`src/rtl/mem_arbiter_if.sv`:
```
// Signal bundle between the fetch/load-store requesters, the arbiter and Memory.
// The slave view belongs to the arbiter. The master view belongs to whatever
// drives the requests and supplies Memory's q.
interface mem_arbiter_if #(
    parameter int DATA_WIDTH = 16,
    parameter int ADDR_WIDTH = 16
);
    logic                  i_req;
    logic [ADDR_WIDTH-1:0] i_addr;
    logic                  i_gnt;
    logic                  i_rvalid;
    logic [DATA_WIDTH-1:0] i_rdata;
    logic                  d_req;
    logic                  d_we;
    logic [ADDR_WIDTH-1:0] d_addr;
    logic [DATA_WIDTH-1:0] d_wdata;
    logic                  d_gnt;
    logic                  d_rvalid;
    logic [DATA_WIDTH-1:0] d_rdata;
    logic [ADDR_WIDTH-1:0] mem_addr;
    logic [DATA_WIDTH-1:0] mem_data;
    logic                  mem_w;
    logic                  mem_r;
    logic [DATA_WIDTH-1:0] mem_q;
    logic                  busy;

    modport slave (
        input  i_req, i_addr, d_req, d_we, d_addr, d_wdata, mem_q,
        output i_gnt, i_rvalid, i_rdata, d_gnt, d_rvalid, d_rdata,
               mem_addr, mem_data, mem_w, mem_r, busy
    );

    modport master (
        output i_req, i_addr, d_req, d_we, d_addr, d_wdata, mem_q,
        input  i_gnt, i_rvalid, i_rdata, d_gnt, d_rvalid, d_rdata,
               mem_addr, mem_data, mem_w, mem_r, busy
    );
endinterface

```
`src/rtl/mem_arbiter.sv`:
```
// Shares the single-port synchronous Memory between the instruction-fetch port
// (read-only) and the data port (read/write). Each access takes an ISSUE cycle,
// where Memory captures the address or write data, followed by a COMPLETE cycle,
// where Memory updates q on the negedge. The data port has priority, but fetch is
// forced through after STARVE_LIMIT consecutive lost arbitrations.
// All outputs are registered.
module mem_arbiter #(
    parameter int DATA_WIDTH   = 16,
    parameter int ADDR_WIDTH   = 16,
    parameter int STARVE_LIMIT = 4
) (
    input logic         clk,
    input logic         rst,
    mem_arbiter_if.slave bus
);
    localparam int CW = $clog2(STARVE_LIMIT + 1);

    typedef enum logic [1:0] {IDLE, ISSUE, COMPLETE} state_t;

    state_t                state, state_nx;
    logic [CW-1:0]         starve_cnt, starve_nx;
    logic                  owner_d, owner_d_nx;
    logic                  we, we_nx;
    logic [ADDR_WIDTH-1:0] addr_q, addr_nx;
    logic [DATA_WIDTH-1:0] wdata_q, wdata_nx;
    logic                  mem_w_q, mem_w_nx;
    logic                  mem_r_q, mem_r_nx;
    logic                  i_gnt_q, i_gnt_nx;
    logic                  d_gnt_q, d_gnt_nx;
    logic                  i_rvalid_q, i_rvalid_nx;
    logic                  d_rvalid_q, d_rvalid_nx;
    logic [DATA_WIDTH-1:0] i_rdata_q, i_rdata_nx;
    logic [DATA_WIDTH-1:0] d_rdata_q, d_rdata_nx;
    logic                  busy_q, busy_nx;

    logic arb_edge;
    logic any_req;
    logic data_wins;

    assign arb_edge  = (state == IDLE) || (state == COMPLETE);
    assign any_req   = bus.i_req || bus.d_req;
    assign data_wins = bus.d_req && (!bus.i_req || (starve_cnt < CW'(STARVE_LIMIT)));

    // State register
    always_ff @(posedge clk or posedge rst) begin
        if (rst) begin
            state <= IDLE;
        end else begin
            state <= state_nx;
        end
    end

    // Next state, arbitration and next values of every registered output
    always_comb begin
        state_nx    = state;
        starve_nx   = starve_cnt;
        owner_d_nx  = owner_d;
        we_nx       = we;
        addr_nx     = addr_q;
        wdata_nx    = wdata_q;
        mem_w_nx    = 1'b0;
        mem_r_nx    = 1'b0;
        i_gnt_nx    = 1'b0;
        d_gnt_nx    = 1'b0;
        i_rvalid_nx = 1'b0;
        d_rvalid_nx = 1'b0;
        i_rdata_nx  = i_rdata_q;
        d_rdata_nx  = d_rdata_q;

        case (state)
            ISSUE: begin
                state_nx = COMPLETE;
                mem_r_nx = !we;
            end
            COMPLETE: begin
                if (!we) begin
                    if (owner_d) begin
                        d_rdata_nx  = bus.mem_q;
                        d_rvalid_nx = 1'b1;
                    end else begin
                        i_rdata_nx  = bus.mem_q;
                        i_rvalid_nx = 1'b1;
                    end
                end
            end
            default: ;
        endcase

        if (arb_edge) begin
            state_nx = IDLE;
            if (any_req) begin
                state_nx   = ISSUE;
                owner_d_nx = data_wins;
                we_nx      = data_wins && bus.d_we;
                addr_nx    = data_wins ? bus.d_addr : bus.i_addr;
                wdata_nx   = data_wins ? bus.d_wdata : '0;
                mem_w_nx   = we_nx;
                mem_r_nx   = !we_nx;
                d_gnt_nx   = data_wins;
                i_gnt_nx   = !data_wins;
            end
            starve_nx = (bus.i_req && data_wins) ? starve_cnt + CW'(1) : '0;
        end

        busy_nx = (state_nx != IDLE);
    end

    // Latched access context, starvation counter and output registers
    always_ff @(posedge clk or posedge rst) begin
        if (rst) begin
            starve_cnt <= '0;
            owner_d    <= 1'b0;
            we         <= 1'b0;
            addr_q     <= '0;
            wdata_q    <= '0;
            mem_w_q    <= 1'b0;
            mem_r_q    <= 1'b0;
            i_gnt_q    <= 1'b0;
            d_gnt_q    <= 1'b0;
            i_rvalid_q <= 1'b0;
            d_rvalid_q <= 1'b0;
            i_rdata_q  <= '0;
            d_rdata_q  <= '0;
            busy_q     <= 1'b0;
        end else begin
            starve_cnt <= starve_nx;
            owner_d    <= owner_d_nx;
            we         <= we_nx;
            addr_q     <= addr_nx;
            wdata_q    <= wdata_nx;
            mem_w_q    <= mem_w_nx;
            mem_r_q    <= mem_r_nx;
            i_gnt_q    <= i_gnt_nx;
            d_gnt_q    <= d_gnt_nx;
            i_rvalid_q <= i_rvalid_nx;
            d_rvalid_q <= d_rvalid_nx;
            i_rdata_q  <= i_rdata_nx;
            d_rdata_q  <= d_rdata_nx;
            busy_q     <= busy_nx;
        end
    end

    assign bus.mem_addr = addr_q;
    assign bus.mem_data = wdata_q;
    assign bus.mem_w    = mem_w_q;
    assign bus.mem_r    = mem_r_q;
    assign bus.i_gnt    = i_gnt_q;
    assign bus.d_gnt    = d_gnt_q;
    assign bus.i_rvalid = i_rvalid_q;
    assign bus.d_rvalid = d_rvalid_q;
    assign bus.i_rdata  = i_rdata_q;
    assign bus.d_rdata  = d_rdata_q;
    assign bus.busy     = busy_q;
endmodule
```
`src/flat_wrapper.sv`:
```
// flat-port wrapper written by rule: the top's interface ports become plain ports
module mem_arbiter_flat 
#(
    parameter int DATA_WIDTH   = 16,
    parameter int ADDR_WIDTH   = 16,
    parameter int STARVE_LIMIT = 4
)
  (clk, rst, bus_i_req, bus_i_addr, bus_d_req, bus_d_we, bus_d_addr, bus_d_wdata, bus_mem_q, bus_i_gnt, bus_i_rvalid, bus_i_rdata, bus_d_gnt, bus_d_rvalid, bus_d_rdata, bus_mem_addr, bus_mem_data, bus_mem_w, bus_mem_r, bus_busy);
  mem_arbiter_if #(.DATA_WIDTH(DATA_WIDTH), .ADDR_WIDTH(ADDR_WIDTH)) bus_i ();
  input logic clk;
  input logic rst;
  input wire logic [$bits(bus_i.i_req)-1:0] bus_i_req;
  input wire logic [$bits(bus_i.i_addr)-1:0] bus_i_addr;
  input wire logic [$bits(bus_i.d_req)-1:0] bus_d_req;
  input wire logic [$bits(bus_i.d_we)-1:0] bus_d_we;
  input wire logic [$bits(bus_i.d_addr)-1:0] bus_d_addr;
  input wire logic [$bits(bus_i.d_wdata)-1:0] bus_d_wdata;
  input wire logic [$bits(bus_i.mem_q)-1:0] bus_mem_q;
  output wire logic [$bits(bus_i.i_gnt)-1:0] bus_i_gnt;
  output wire logic [$bits(bus_i.i_rvalid)-1:0] bus_i_rvalid;
  output wire logic [$bits(bus_i.i_rdata)-1:0] bus_i_rdata;
  output wire logic [$bits(bus_i.d_gnt)-1:0] bus_d_gnt;
  output wire logic [$bits(bus_i.d_rvalid)-1:0] bus_d_rvalid;
  output wire logic [$bits(bus_i.d_rdata)-1:0] bus_d_rdata;
  output wire logic [$bits(bus_i.mem_addr)-1:0] bus_mem_addr;
  output wire logic [$bits(bus_i.mem_data)-1:0] bus_mem_data;
  output wire logic [$bits(bus_i.mem_w)-1:0] bus_mem_w;
  output wire logic [$bits(bus_i.mem_r)-1:0] bus_mem_r;
  output wire logic [$bits(bus_i.busy)-1:0] bus_busy;
  assign bus_i.i_req = bus_i_req;
  assign bus_i.i_addr = bus_i_addr;
  assign bus_i.d_req = bus_d_req;
  assign bus_i.d_we = bus_d_we;
  assign bus_i.d_addr = bus_d_addr;
  assign bus_i.d_wdata = bus_d_wdata;
  assign bus_i.mem_q = bus_mem_q;
  assign bus_i_gnt = bus_i.i_gnt;
  assign bus_i_rvalid = bus_i.i_rvalid;
  assign bus_i_rdata = bus_i.i_rdata;
  assign bus_d_gnt = bus_i.d_gnt;
  assign bus_d_rvalid = bus_i.d_rvalid;
  assign bus_d_rdata = bus_i.d_rdata;
  assign bus_mem_addr = bus_i.mem_addr;
  assign bus_mem_data = bus_i.mem_data;
  assign bus_mem_w = bus_i.mem_w;
  assign bus_mem_r = bus_i.mem_r;
  assign bus_busy = bus_i.busy;
  mem_arbiter #(.DATA_WIDTH(DATA_WIDTH), .ADDR_WIDTH(ADDR_WIDTH), .STARVE_LIMIT(STARVE_LIMIT)) u_core (.clk(clk), .rst(rst), .bus(bus_i));
endmodule
```
`config.mk`:
```
export PLATFORM = sky130hd
export DESIGN_NAME = mem_arbiter_flat
export DESIGN_NICKNAME = d
export VERILOG_FILES = /design/src/rtl/mem_arbiter_if.sv /design/src/rtl/mem_arbiter.sv /design/src/flat_wrapper.sv
export SDC_FILE = /design/constraint.sdc
export NUM_CORES = 1
export LEC_CHECK = 0
export ABC_AREA = 1
export CAP_MARGIN = 10
export CORE_MARGIN = 10
export CORE_UTILIZATION = 38
export CTS_CLUSTER_SIZE = 30
export DETAILED_ROUTE_END_ITERATION = 6
export GPL_TIMING_DRIVEN = 0
export HOLD_SLACK_MARGIN = 0.12
export PLACE_DENSITY = 0.76
export SYNTH_ARGS = -nofsm -noshare
export SYNTH_HDL_FRONTEND = slang
export SYNTH_SLANG_ARGS = --single-unit
```
`constraint.sdc`:
```
create_clock -name clk -period 2.1 [get_ports clk]
set_input_delay 0.21 -clock clk [delete_from_list [all_inputs] [get_ports clk]]
set_output_delay 0.21 -clock clk [all_outputs]
set_load 0.01 [all_outputs]
```
# Word level (Yosys, flattened, before mapping)
# Index checks and enable logic that the tools add are counted.
dict set report totals {
  output_inout_bits 71
  input_bits 69
  register_bits 78
  word_cells 57
}
dict set report classes {
  eq_ne 2
  add_sub_neg 1
  order_cmp 1
  n_reduce_logical 15
  muxes 21
  bitwise 2
}
# op n
set op_table {}
lappend op_table {{$mux W16} 2}
lappend op_table {{$mux W1} 16}
lappend op_table {{$reduce_and A3 Y1} 2}
lappend op_table {{$logic_not A1 Y1} 4}
lappend op_table {{$mux W2} 2}
lappend op_table {{$add A3 B1 Y3 const B} 1}
lappend op_table {{$logic_and A1 B1 Y1} 3}
lappend op_table {{$logic_or A1 B1 Y1} 3}
lappend op_table {{$lt A3 B3 Y1 const B} 1}
lappend op_table {{$mux W3} 1}
lappend op_table {{$eq A2 B1 Y1 const B} 1}
lappend op_table {{$eq A2 B2 Y1 const B} 1}
lappend op_table {{$logic_not A2 Y1} 1}
lappend op_table {{$not A1 Y1} 2}
lappend op_table {{$reduce_and A2 Y1} 1}
lappend op_table {{$reduce_bool A2 Y1} 1}

# Depth between registers and ports, before layout
dict set report depth {
  depth_word 7
  ltp_mapped 7
  ltp_nobuf 5
}

# Least setup slack after synthesis
# No wires, ideal clock.
dict set report synth_timing {
  path_type {register to register}
  start {register u_core.state[0]}
  end {register u_core.wdata_q[0], in the netlist u_core.bus.mem_data[0]}
  path_buffers 2
  stages_incl_launch_ff 8
  required_time_ns 2.035
  path_slack_ns 0.989
  period_less_slack_ns 1.111
  arrival_ns 1.047
  setup_ns 0.065
  path_cell_list {dfrtp_1 > buf_4 > inv_2 > nand3_2 > inv_2 > buf_6 > nand2_1 > nand2_1}
}
dict set report synth_between {
  elab_chain_cells 3
  elab_cells_between_ends 4
  classes_between {eq/ne (1); reduce/logical (3)}
}
# item line
set synth_lines {}
lappend synth_lines {{start, declared} mem_arbiter.sv:20} ;# state_t state, state_nx;
lappend synth_lines {{start signal, assigned} mem_arbiter.sv:49} ;# state <= state_nx;
lappend synth_lines {{$eq A2 B2 Y1 / $logic_not A2 Y1 (equally long branches)} mem_arbiter.sv:40} ;# assign arb_edge = (state == IDLE) || (state == COMPLETE);
lappend synth_lines {{$logic_or A1 B1 Y1 *} mem_arbiter.sv:40}
lappend synth_lines {{$reduce_and A2 Y1 (no line) *} --}
lappend synth_lines {{end signal, assigned} mem_arbiter.sv:130} ;# wdata_q <= wdata_nx;
lappend synth_lines {{end, declared} mem_arbiter.sv:25} ;# logic [DATA_WIDTH-1:0] wdata_q, wdata_nx;
# Every way passes the cells marked *; elsewhere a longest branch is shown, timed or not.
# A chain may end at the register's enable or synchronous reset.

# Final worst setup path
dict set report layout_timing {
  start {register u_core.addr_q[4], in the netlist u_core.bus.mem_addr[4]}
  end {output port bus_mem_addr[4]}
}
# item line
set layout_lines {}
lappend layout_lines {{start, declared} mem_arbiter.sv:24} ;# logic [ADDR_WIDTH-1:0] addr_q, addr_nx;
lappend layout_lines {{start signal, assigned} mem_arbiter.sv:129} ;# addr_q <= addr_nx;
lappend layout_lines {{end, declared} flat_wrapper.sv:25} ;# output wire logic [$bits(bus_i.mem_addr)-1:0] bus_mem_addr;
# No word-level cell between the ends.

==> flow_results.xml <==
<?xml version="1.0" encoding="UTF-8"?>
<metrics>
  <group name="run_status">
    <metric name="outcome" unit="">complete, no violations</metric>
  </group>
  <group name="final_layout">
    <metric name="antenna-diode-count" unit="">0</metric>
    <metric name="finalCoreUtilization" unit="%">60.21</metric>
    <metric name="post_layout_nonfiller_instances" unit="">640</metric>
    <metric name="post_route_cells_drive_above_1_share" unit="%">8.037</metric>
    <metric name="areaGrowthSynthToFinish" unit="%">52.62</metric>
    <metric name="finish.net_count" unit="">600</metric>
  </group>
  <group name="synthesis">
    <metric name="asyncSetResetFlopFracSynth" unit="%">100.0</metric>
    <metric name="cells_after_synth" unit="">379</metric>
    <metric name="synth.distinct_cells" unit="">20</metric>
    <metric name="synth-seq-area-share" unit="%">59.61</metric>
    <metric name="post-synth-top-area-cell" unit="">dfrtp_1</metric>
    <metric name="post_synth_fa_ha_maj_area_fraction" unit="%">0.3821</metric>
    <metric name="yosys_top_cell_area_share" unit="%">59.61</metric>
    <metric name="synth_compound_area_share" unit="%">6.152</metric>
    <metric name="number_of_enable_flip_flop_cells_after_synthesis" unit="">0</metric>
    <metric name="synth.ff_latch_count" unit="">78</metric>
    <metric name="synth.area.mux_share" unit="%">0</metric>
    <metric name="syn-cell-area" unit="um2">3274</metric>
    <metric name="syn_nets" unit="">449</metric>
    <metric name="post_synth_xor_area_fraction" unit="%">0</metric>
    <metric name="synthMostInstantiatedCell" unit="">nand2_1</metric>
    <metric name="postSynth.topFlopCell" unit="">dfrtp_1</metric>
    <metric name="syn-mean-instance-area" unit="um2">8.640</metric>
    <metric name="netlist_top_cells_count" unit="">138 x nand2_1, 78 x dfrtp_1, 56 x inv_1</metric>
    <metric name="synth_top_family_by_area" unit="">simple AND/OR/NAND/NOR gates</metric>
    <metric name="synth_top_cells_by_area" unit="">dfrtp_1 60%, nand2_1 16%, inv_1 6.4%, nand3_1 5.0%, o21ai_0 4.6%</metric>
    <metric name="synth-simple-area-share" unit="%">23.69</metric>
    <metric name="yosys_warnings" unit="">0</metric>
  </group>
  <group name="worst_setup_path">
    <metric name="crit_path_top_delay_cell" unit="">clkdlybuf4s50_1</metric>
    <metric name="critical_path.cell_chain" unit="">clkdlybuf4s50_1</metric>
    <metric name="critical_path.max_fanout" unit="">2</metric>
    <metric name="cp.required" unit="ns">1.89</metric>
    <metric name="critical-path-max-stage-delay" unit="ns">0.57</metric>
    <metric name="ff2ff_setup_slack" unit="ns">0.76</metric>
    <metric name="setup.worst_path.class" unit="">reg -&gt; out</metric>
    <metric name="cp_num_buf_inv" unit="">1</metric>
    <metric name="r2r_end" unit="">u_core.bus.d_rdata[4]$_DFFE_PP0P_</metric>
    <metric name="rr_worst_depth" unit="">5</metric>
    <metric name="critPathCaptureType" unit="">output pin</metric>
    <metric name="critPathTopFamily" unit="">buffers and inverters</metric>
    <metric name="rr_startpoint" unit="">u_core.state[0]$_DFF_PP0_</metric>
    <metric name="timing.critical_path.arrival" unit="ns">1.28</metric>
    <metric name="worstSetupStartpointType" unit="">flop</metric>
  </group>
  <group name="routing">
    <metric name="detail_route.drc_violations" unit="">0</metric>
    <metric name="met2_length" unit="um">5232</metric>
    <metric name="met1_length" unit="um">3993</metric>
    <metric name="dr_wl_met3" unit="um">486</metric>
    <metric name="antenna_violating_nets_post_route" unit="">0</metric>
    <metric name="initialDrtViolationCount" unit="">132</metric>
    <metric name="routed_wirelength" unit="um">9871</metric>
    <metric name="routedWlPerCell" unit="um">15.42</metric>
    <metric name="via_per_inst" unit="">4.527</metric>
    <metric name="top_signal_layer_used" unit="">met4</metric>
    <metric name="drtPass1Iterations" unit="">4</metric>
    <metric name="route.vias.total" unit="">2897</metric>
  </group>
  <group name="grt">
    <metric name="first_pass_grt_wire_length" unit="um">15580</metric>
    <metric name="grt_antenna_before_repair" unit="">0</metric>
    <metric name="grt_overflow_total" unit="">0</metric>
    <metric name="first_global_vias" unit="">2862</metric>
    <metric name="gr-usage-all-layers" unit="%">15.19</metric>
    <metric name="largest_net_degree_at_the_start_of_global_routing" unit="">42</metric>
  </group>
  <group name="cts">
    <metric name="cts_num_sinks" unit="">78</metric>
    <metric name="cts-root-buf" unit="">clkbuf_8</metric>
    <metric name="clk_path_buf_depth" unit="">2</metric>
    <metric name="numCtsBuffers" unit="">9</metric>
    <metric name="cts-resized-gates" unit="">0</metric>
    <metric name="worst_skew_pair.late_latency" unit="ns">0.35</metric>
    <metric name="clk_pin_slew_worst_paths" unit="ns">0.08</metric>
    <metric name="h_tree_levels" unit="">3</metric>
    <metric name="tritoncts" unit="">built</metric>
    <metric name="post-cts-setup-buffers" unit="">0</metric>
    <metric name="cts_hold_buffers" unit="">0</metric>
  </group>
  <group name="placed_design">
    <metric name="final_weighted_congestion_of_routability_driven_global_placement" unit="">0.8027</metric>
    <metric name="numPortBuffers" unit="">139</metric>
    <metric name="detailedPlacementHpwl" unit="um">7600</metric>
    <metric name="placed_cells" unit="">624</metric>
  </group>
  <group name="sta">
    <metric name="tightest_slew" unit="ns">0.8585</metric>
    <metric name="min_period_over_period" unit="%">70.84</metric>
    <metric name="setup_violations" unit="">0</metric>
    <metric name="final.min_clock_period" unit="ns">1.488</metric>
    <metric name="final-max-slew-violation-count" unit="">0</metric>
    <metric name="slew_headroom" unit="%">42.65</metric>
    <metric name="maxClockFrequency" unit="MHz">672.2</metric>
    <metric name="hold_viol" unit="">0</metric>
    <metric name="rsz0062_at_grt" unit="">false</metric>
    <metric name="setup_skew" unit="ns">0.008553</metric>
    <metric name="finalSetupTns" unit="ns">0</metric>
  </group>
  <group name="floorplanning">
    <metric name="fp.coreArea" unit="um2">8299</metric>
    <metric name="number_of_rows_created_at_floorplan" unit="">33</metric>
    <metric name="die-area" unit="um2">12730</metric>
    <metric name="top_ports" unit="">140</metric>
    <metric name="chipHeight" unit="um">112.8</metric>
    <metric name="initial_core_util" unit="%">39.45</metric>
    <metric name="chipWidth" unit="um">112.8</metric>
  </group>
  <group name="job">
    <metric name="maxCapViolations" unit="">0</metric>
  </group>
  <group name="pwr">
    <metric name="ir_drop" unit="V">0.0005269</metric>
    <metric name="static-leakage-power" unit="nW">2.533</metric>
    <metric name="cellPowerDensity" unit="nW/um2">1356</metric>
  </group>
  <group name="hold_path">
    <metric name="min_path_type" unit="">in -&gt; async</metric>
  </group>
</metrics>
## worst reg2reg max path, stage by stage (launching register included)
cell,delay [ns]
dfrtp_1,0.33
buf_4,0.17
nor2_4,0.06
nand2_2,0.11
clkbuf_1,0.38
o21ai_0,0.15
## cell type report
type / instances / area (um2)
plain buffers: 18 / 115.1
clock buffers: 11 / 141.4
clock inverters: 5 / 35.03
fillers: 745 / 3302
inverters: 58 / 221.5
multi-input cells: 225 / 989.7
flip-flops and latches: 78 / 1952
well taps: 105 / 131.4
repair buffers: 140 / 1411
## sequential cells by signal, summed over array words and instances (netlist names)
register and flops:
u_core.starve_cnt 3, u_core.bus.busy 1, u_core.bus.d_rvalid 1, u_core.bus.i_rdata 16, u_core.bus.mem_r 1, u_core.we 1, u_core.state 2, u_core.bus.d_gnt 1
u_core.owner_d 1, u_core.bus.mem_addr 16, u_core.bus.d_rdata 16, u_core.bus.mem_data 16, u_core.bus.i_gnt 1, u_core.bus.i_rvalid 1, u_core.bus.mem_w 1
## layout by cell type, fill, tap and decap left out, types with 3 or more instances in the layout
cell type / instances
clkdlybuf4s50_1: 139
nand2_1: 138
dfrtp_1: 78
inv_1: 55
nand3_1: 33
o21ai_0: 30
clkbuf_8: 10
buf_2: 7
buf_4: 6
nor2_1: 6
o21ai_1: 6
nand2_2: 4
clkbuf_1: 3
## how the worst max path moves through the flow
stage | start | end | slack, ns | depth (start not counted)
4_1_cts | u_core.bus.d_rdata[11]$_DFFE_PP0P_ | bus_d_rdata[11] | 0.59 | 1
3_3_place_gp | rst | u_core.bus.mem_addr[5]$_DFFE_PP0P_ | 0.10 | 2
6_report | u_core.bus.mem_addr[4]$_DFFE_PP0P_ | bus_mem_addr[4] | 0.61 | 1
3_5_place_dp | bus_d_req | u_core.state[0]$_DFF_PP0_ | 0.41 | 5
5_1_grt | u_core.bus.d_rdata[11]$_DFFE_PP0P_ | bus_d_rdata[11] | 0.55 | 1
2_1_floorplan | u_core.state[0]$_DFF_PP0_ | u_core.bus.mem_data[0]$_DFFE_PP0P_ | 0.99 | 7
## layer usage
metal	vias up	GRT usage, %
met5	-	0
met4	0	6.091
met3	11	3.751
met2	60	26.27
met1	1375	17.57
li1	1451	-
## cells by family (layout without fill, tap and decap cells)
logic type | Yosys count | after routing
simple gates | 186 | 186
flops | 78 | 78
buf+inv | 76 | 232
compound gates | 38 | 38
fa+ha+maj | 1 | 1
## report_power, final
part / internal, mW / switching, mW / total (mW)
logic: 1.66 / 1.54 / 3.20
clock network: 0.462 / 0.558 / 1.02
registers: 2.21 / 0.353 / 2.56
total: 4.33 / 2.45 / 6.78
## metrics by stage
| step | area, um2 | power [mW] | hold WS, ns | setup slack [ns] |
|---|---|---|---|---|
| global route | 4997 | 7.273 | 0.3820 | 0.5466 |
| detailed placement | 4821 | 5.846 | 0.4645 | 0.4113 |
| finish | 4997 | 6.778 | 0.3783 | 0.6124 |
| CTS | 4997 | 6.893 | 0.3702 | 0.5886 |
| global placement | 4801 | 5.750 | 0.4610 | 0.1043 |
| floorplan | 3278 | 3.955 | 0.3196 | 0.9885 |
(Power assumes the default switching activity.)
==> variant: new RTL, same flow settings <==
Encoding of `state_t`: now one-hot (3 bits for 3 states).
--- a/src/rtl/mem_arbiter.sv
+++ b/src/rtl/mem_arbiter.sv
@@ -15,7 +15,7 @@
 );
     localparam int CW = $clog2(STARVE_LIMIT + 1);
 
-    typedef enum logic [1:0] {IDLE, ISSUE, COMPLETE} state_t;
+    typedef enum logic [2:0] {IDLE = 3'b001, ISSUE = 3'b010, COMPLETE = 3'b100} state_t;
 
     state_t                state, state_nx;
     logic [CW-1:0]         starve_cnt, starve_nx;
Check against the original RTL: same outputs for any inputs over 10 cycles, from zero or initial values and one cycle with rst high; not proved beyond that.
==> variant against the original RTL <==
Sequential cell count is 1 higher; area after synthesis is 0.53% lower; count of clock-buffer cells in the layout decreased by 2; routed wire length down 2.9%; global-route usage is essentially flat; final cell count down 0.16%; fmax is 7.6% lower; synthesized cell count unchanged; design area decreased by 0.33%; worst setup slack worse by 0.12 ns; highest routed layer unchanged.
Power is not compared: it rests on default switching activity, and its combinational part moved more than twofold at a synthesized area within 25%.
==> variant: results (changes against the original RTL) <==
| Metric | Value |
|---|---|
| Crit-path leading delay family | flip-flops |
| R2r endpoint | u_core.bus.i_rdata[7] |
| Top cells by area, synth | dfrtp_1 (60%), nand2_1 (19%), nand3_1 (5.5%) |
| HP Class | input port to flip-flop |
| HPWL Detailed | 7.58 mm (-0.27%) |
| Routed vias/inst | 4.69 (+3.6%) |
| Pre-CTS setup slack | 0.452 ns (+0.0409 ns) |
| Peak VDD IR | 0.337 mV |
| Worst-case clock buffer depth | 2 (unchanged) |
| Worst path buffer plus inverter count | 1 (unchanged) |
| CP endpoint kind | flip-flop |
| R2r setup slk | 0.49 ns (-0.27 ns) |
| Sw Ratio | between 20% and 30% |
| Post-synth ARST share | 100% (unchanged) |
| Post-route ant nets | 0 (unchanged) |
| Aggregate global-route resource usage | 15.2% (+0.032 points) |
| CP peak stage delay | 0.59 ns (+0.02 ns) |
| Post-CTS Setup Bufs | 0 (unchanged) |
| CTS resizes | 0 (unchanged) |
| Num CTS Buffers | 9 (unchanged) |
| Inserted Diodes | 0 (unchanged) |
| Global placer's final weighted congestion | 0.771 (-3.9%) |
| Status | finished, final reports clean |
| CP Launch Point | u_core.state[0] |
| Layout Skew | 0.00946 ns (+0.000906 ns) |
| Seq/Total Area, Yosys | 60.7% (+1.1 points) |
| Fin worst setup slack | 0.490 ns (-0.122 ns) |
| Slowest CP cell | dfstp_2 |
| Yosys Warn Count | 0 (unchanged) |
| DRC viols | 0 (unchanged) |
| Reg2reg path depth | 5 (unchanged) |
| Most common library cells after synthesis | nand2_1 (165), dfrtp_1 (78), nand3_1 (36), o21ai_0 (34), inv_1 (30) |
| Worst-path fanout max | 10 (+8) |
| First-pass GRT wire length | 16.0 mm (+2.7%) |
| WHS | 0.270 ns (-0.108 ns) |
| Port bufs | 138 (-0.72%) |
| Filler cell count | 742 (-0.40%) |
| WHS Path Cells | 5 |
| Worst Path Arrival | 1.87 ns (+0.59 ns) |
| Leakage | between 2 and 3 nW |
| Final #Nets | 599 (-0.17%) |
| Share of cells above drive strength 1 | 6.93% (-1.1 points) |
| Unique masters post-synth | 19 (-5.0%) |
| Worst slew pin tran | 0.857 ns (-0.00163 ns) |
| Initial antenna violation count | 0 (unchanged) |
| Vias in the first global route | 3189 (+11%) |
| Placed cell areas | 4790 sq um (-0.57%) |
| Routed wire length | 9.58 mm (-2.9%) |
| 1st-iter DRT viols | 130 (-1.5%) |
variant: layout make-up:
type                            count  area share, %
Buffer                             17           1.73
Clock buffer                        9           2.49
Tap cell                          105           2.64
Multi-Input combinational cell    252           21.6
Sequential cell                    79           39.7
Clock inverter                      7           1.28
Inverter                           31           2.41
Timing Repair Buffer              139           28.1
variant: routing by layer:
| layer | part of all wire (%) | track usage (%) | up-vias |
|---|---|---|---|
| met5 | 0 | 0 | - |
| met4 | 0.73 | 4.06 | 0 |
| met3 | 7.6 | 5.48 | 8 |
| met2 | 50 | 26.3 | 93 |
| met1 | 41 | 17.4 | 1418 |
| li1 | - | - | 1479 |
variant: metrics by stage:
step	utilization, %	std cells
6_report	60.0	639
5_1_grt	60.0	639
4_1_cts	60.0	639
3_5_place_dp	57.8	623
3_3_place_gp	57.5	622
2_1_floorplan	-	379
variant: logic make-up after synthesis:
group,after synthesis,synth area share (%)
and+or+nand+nor,216,27.3
DFF,79,60.7
buffers and inverters,48,6.22
AOI/OAI and AO/OA,35,5.38
adders and majority gates,1,0.384
variant: power by group through the flow:
| stage | combinational (W) | sequential (W) | clock (W) |
|---|---|---|---|
| 3_3_place_gp | 0.000315 | 0.00159 | 0 |
| 3_5_place_dp | 0.000325 | 0.00159 | 0 |
| 5_1_grt | 0.000355 | 0.00157 | 0.00117 |
| 2_1_floorplan | 0.0000973 | 0.00160 | 0 |
| 4_1_cts | 0.000327 | 0.00156 | 0.00110 |
| 6_report | 0.000320 | 0.00156 | 0.00106 |
variant: worst min-delay path, cell delays in order:
cell and delay [ns]:
buf_4 0.14, nand3_1 0.08, nand2_1 0.07, nand2_1 0.05, nand2_1 0.04
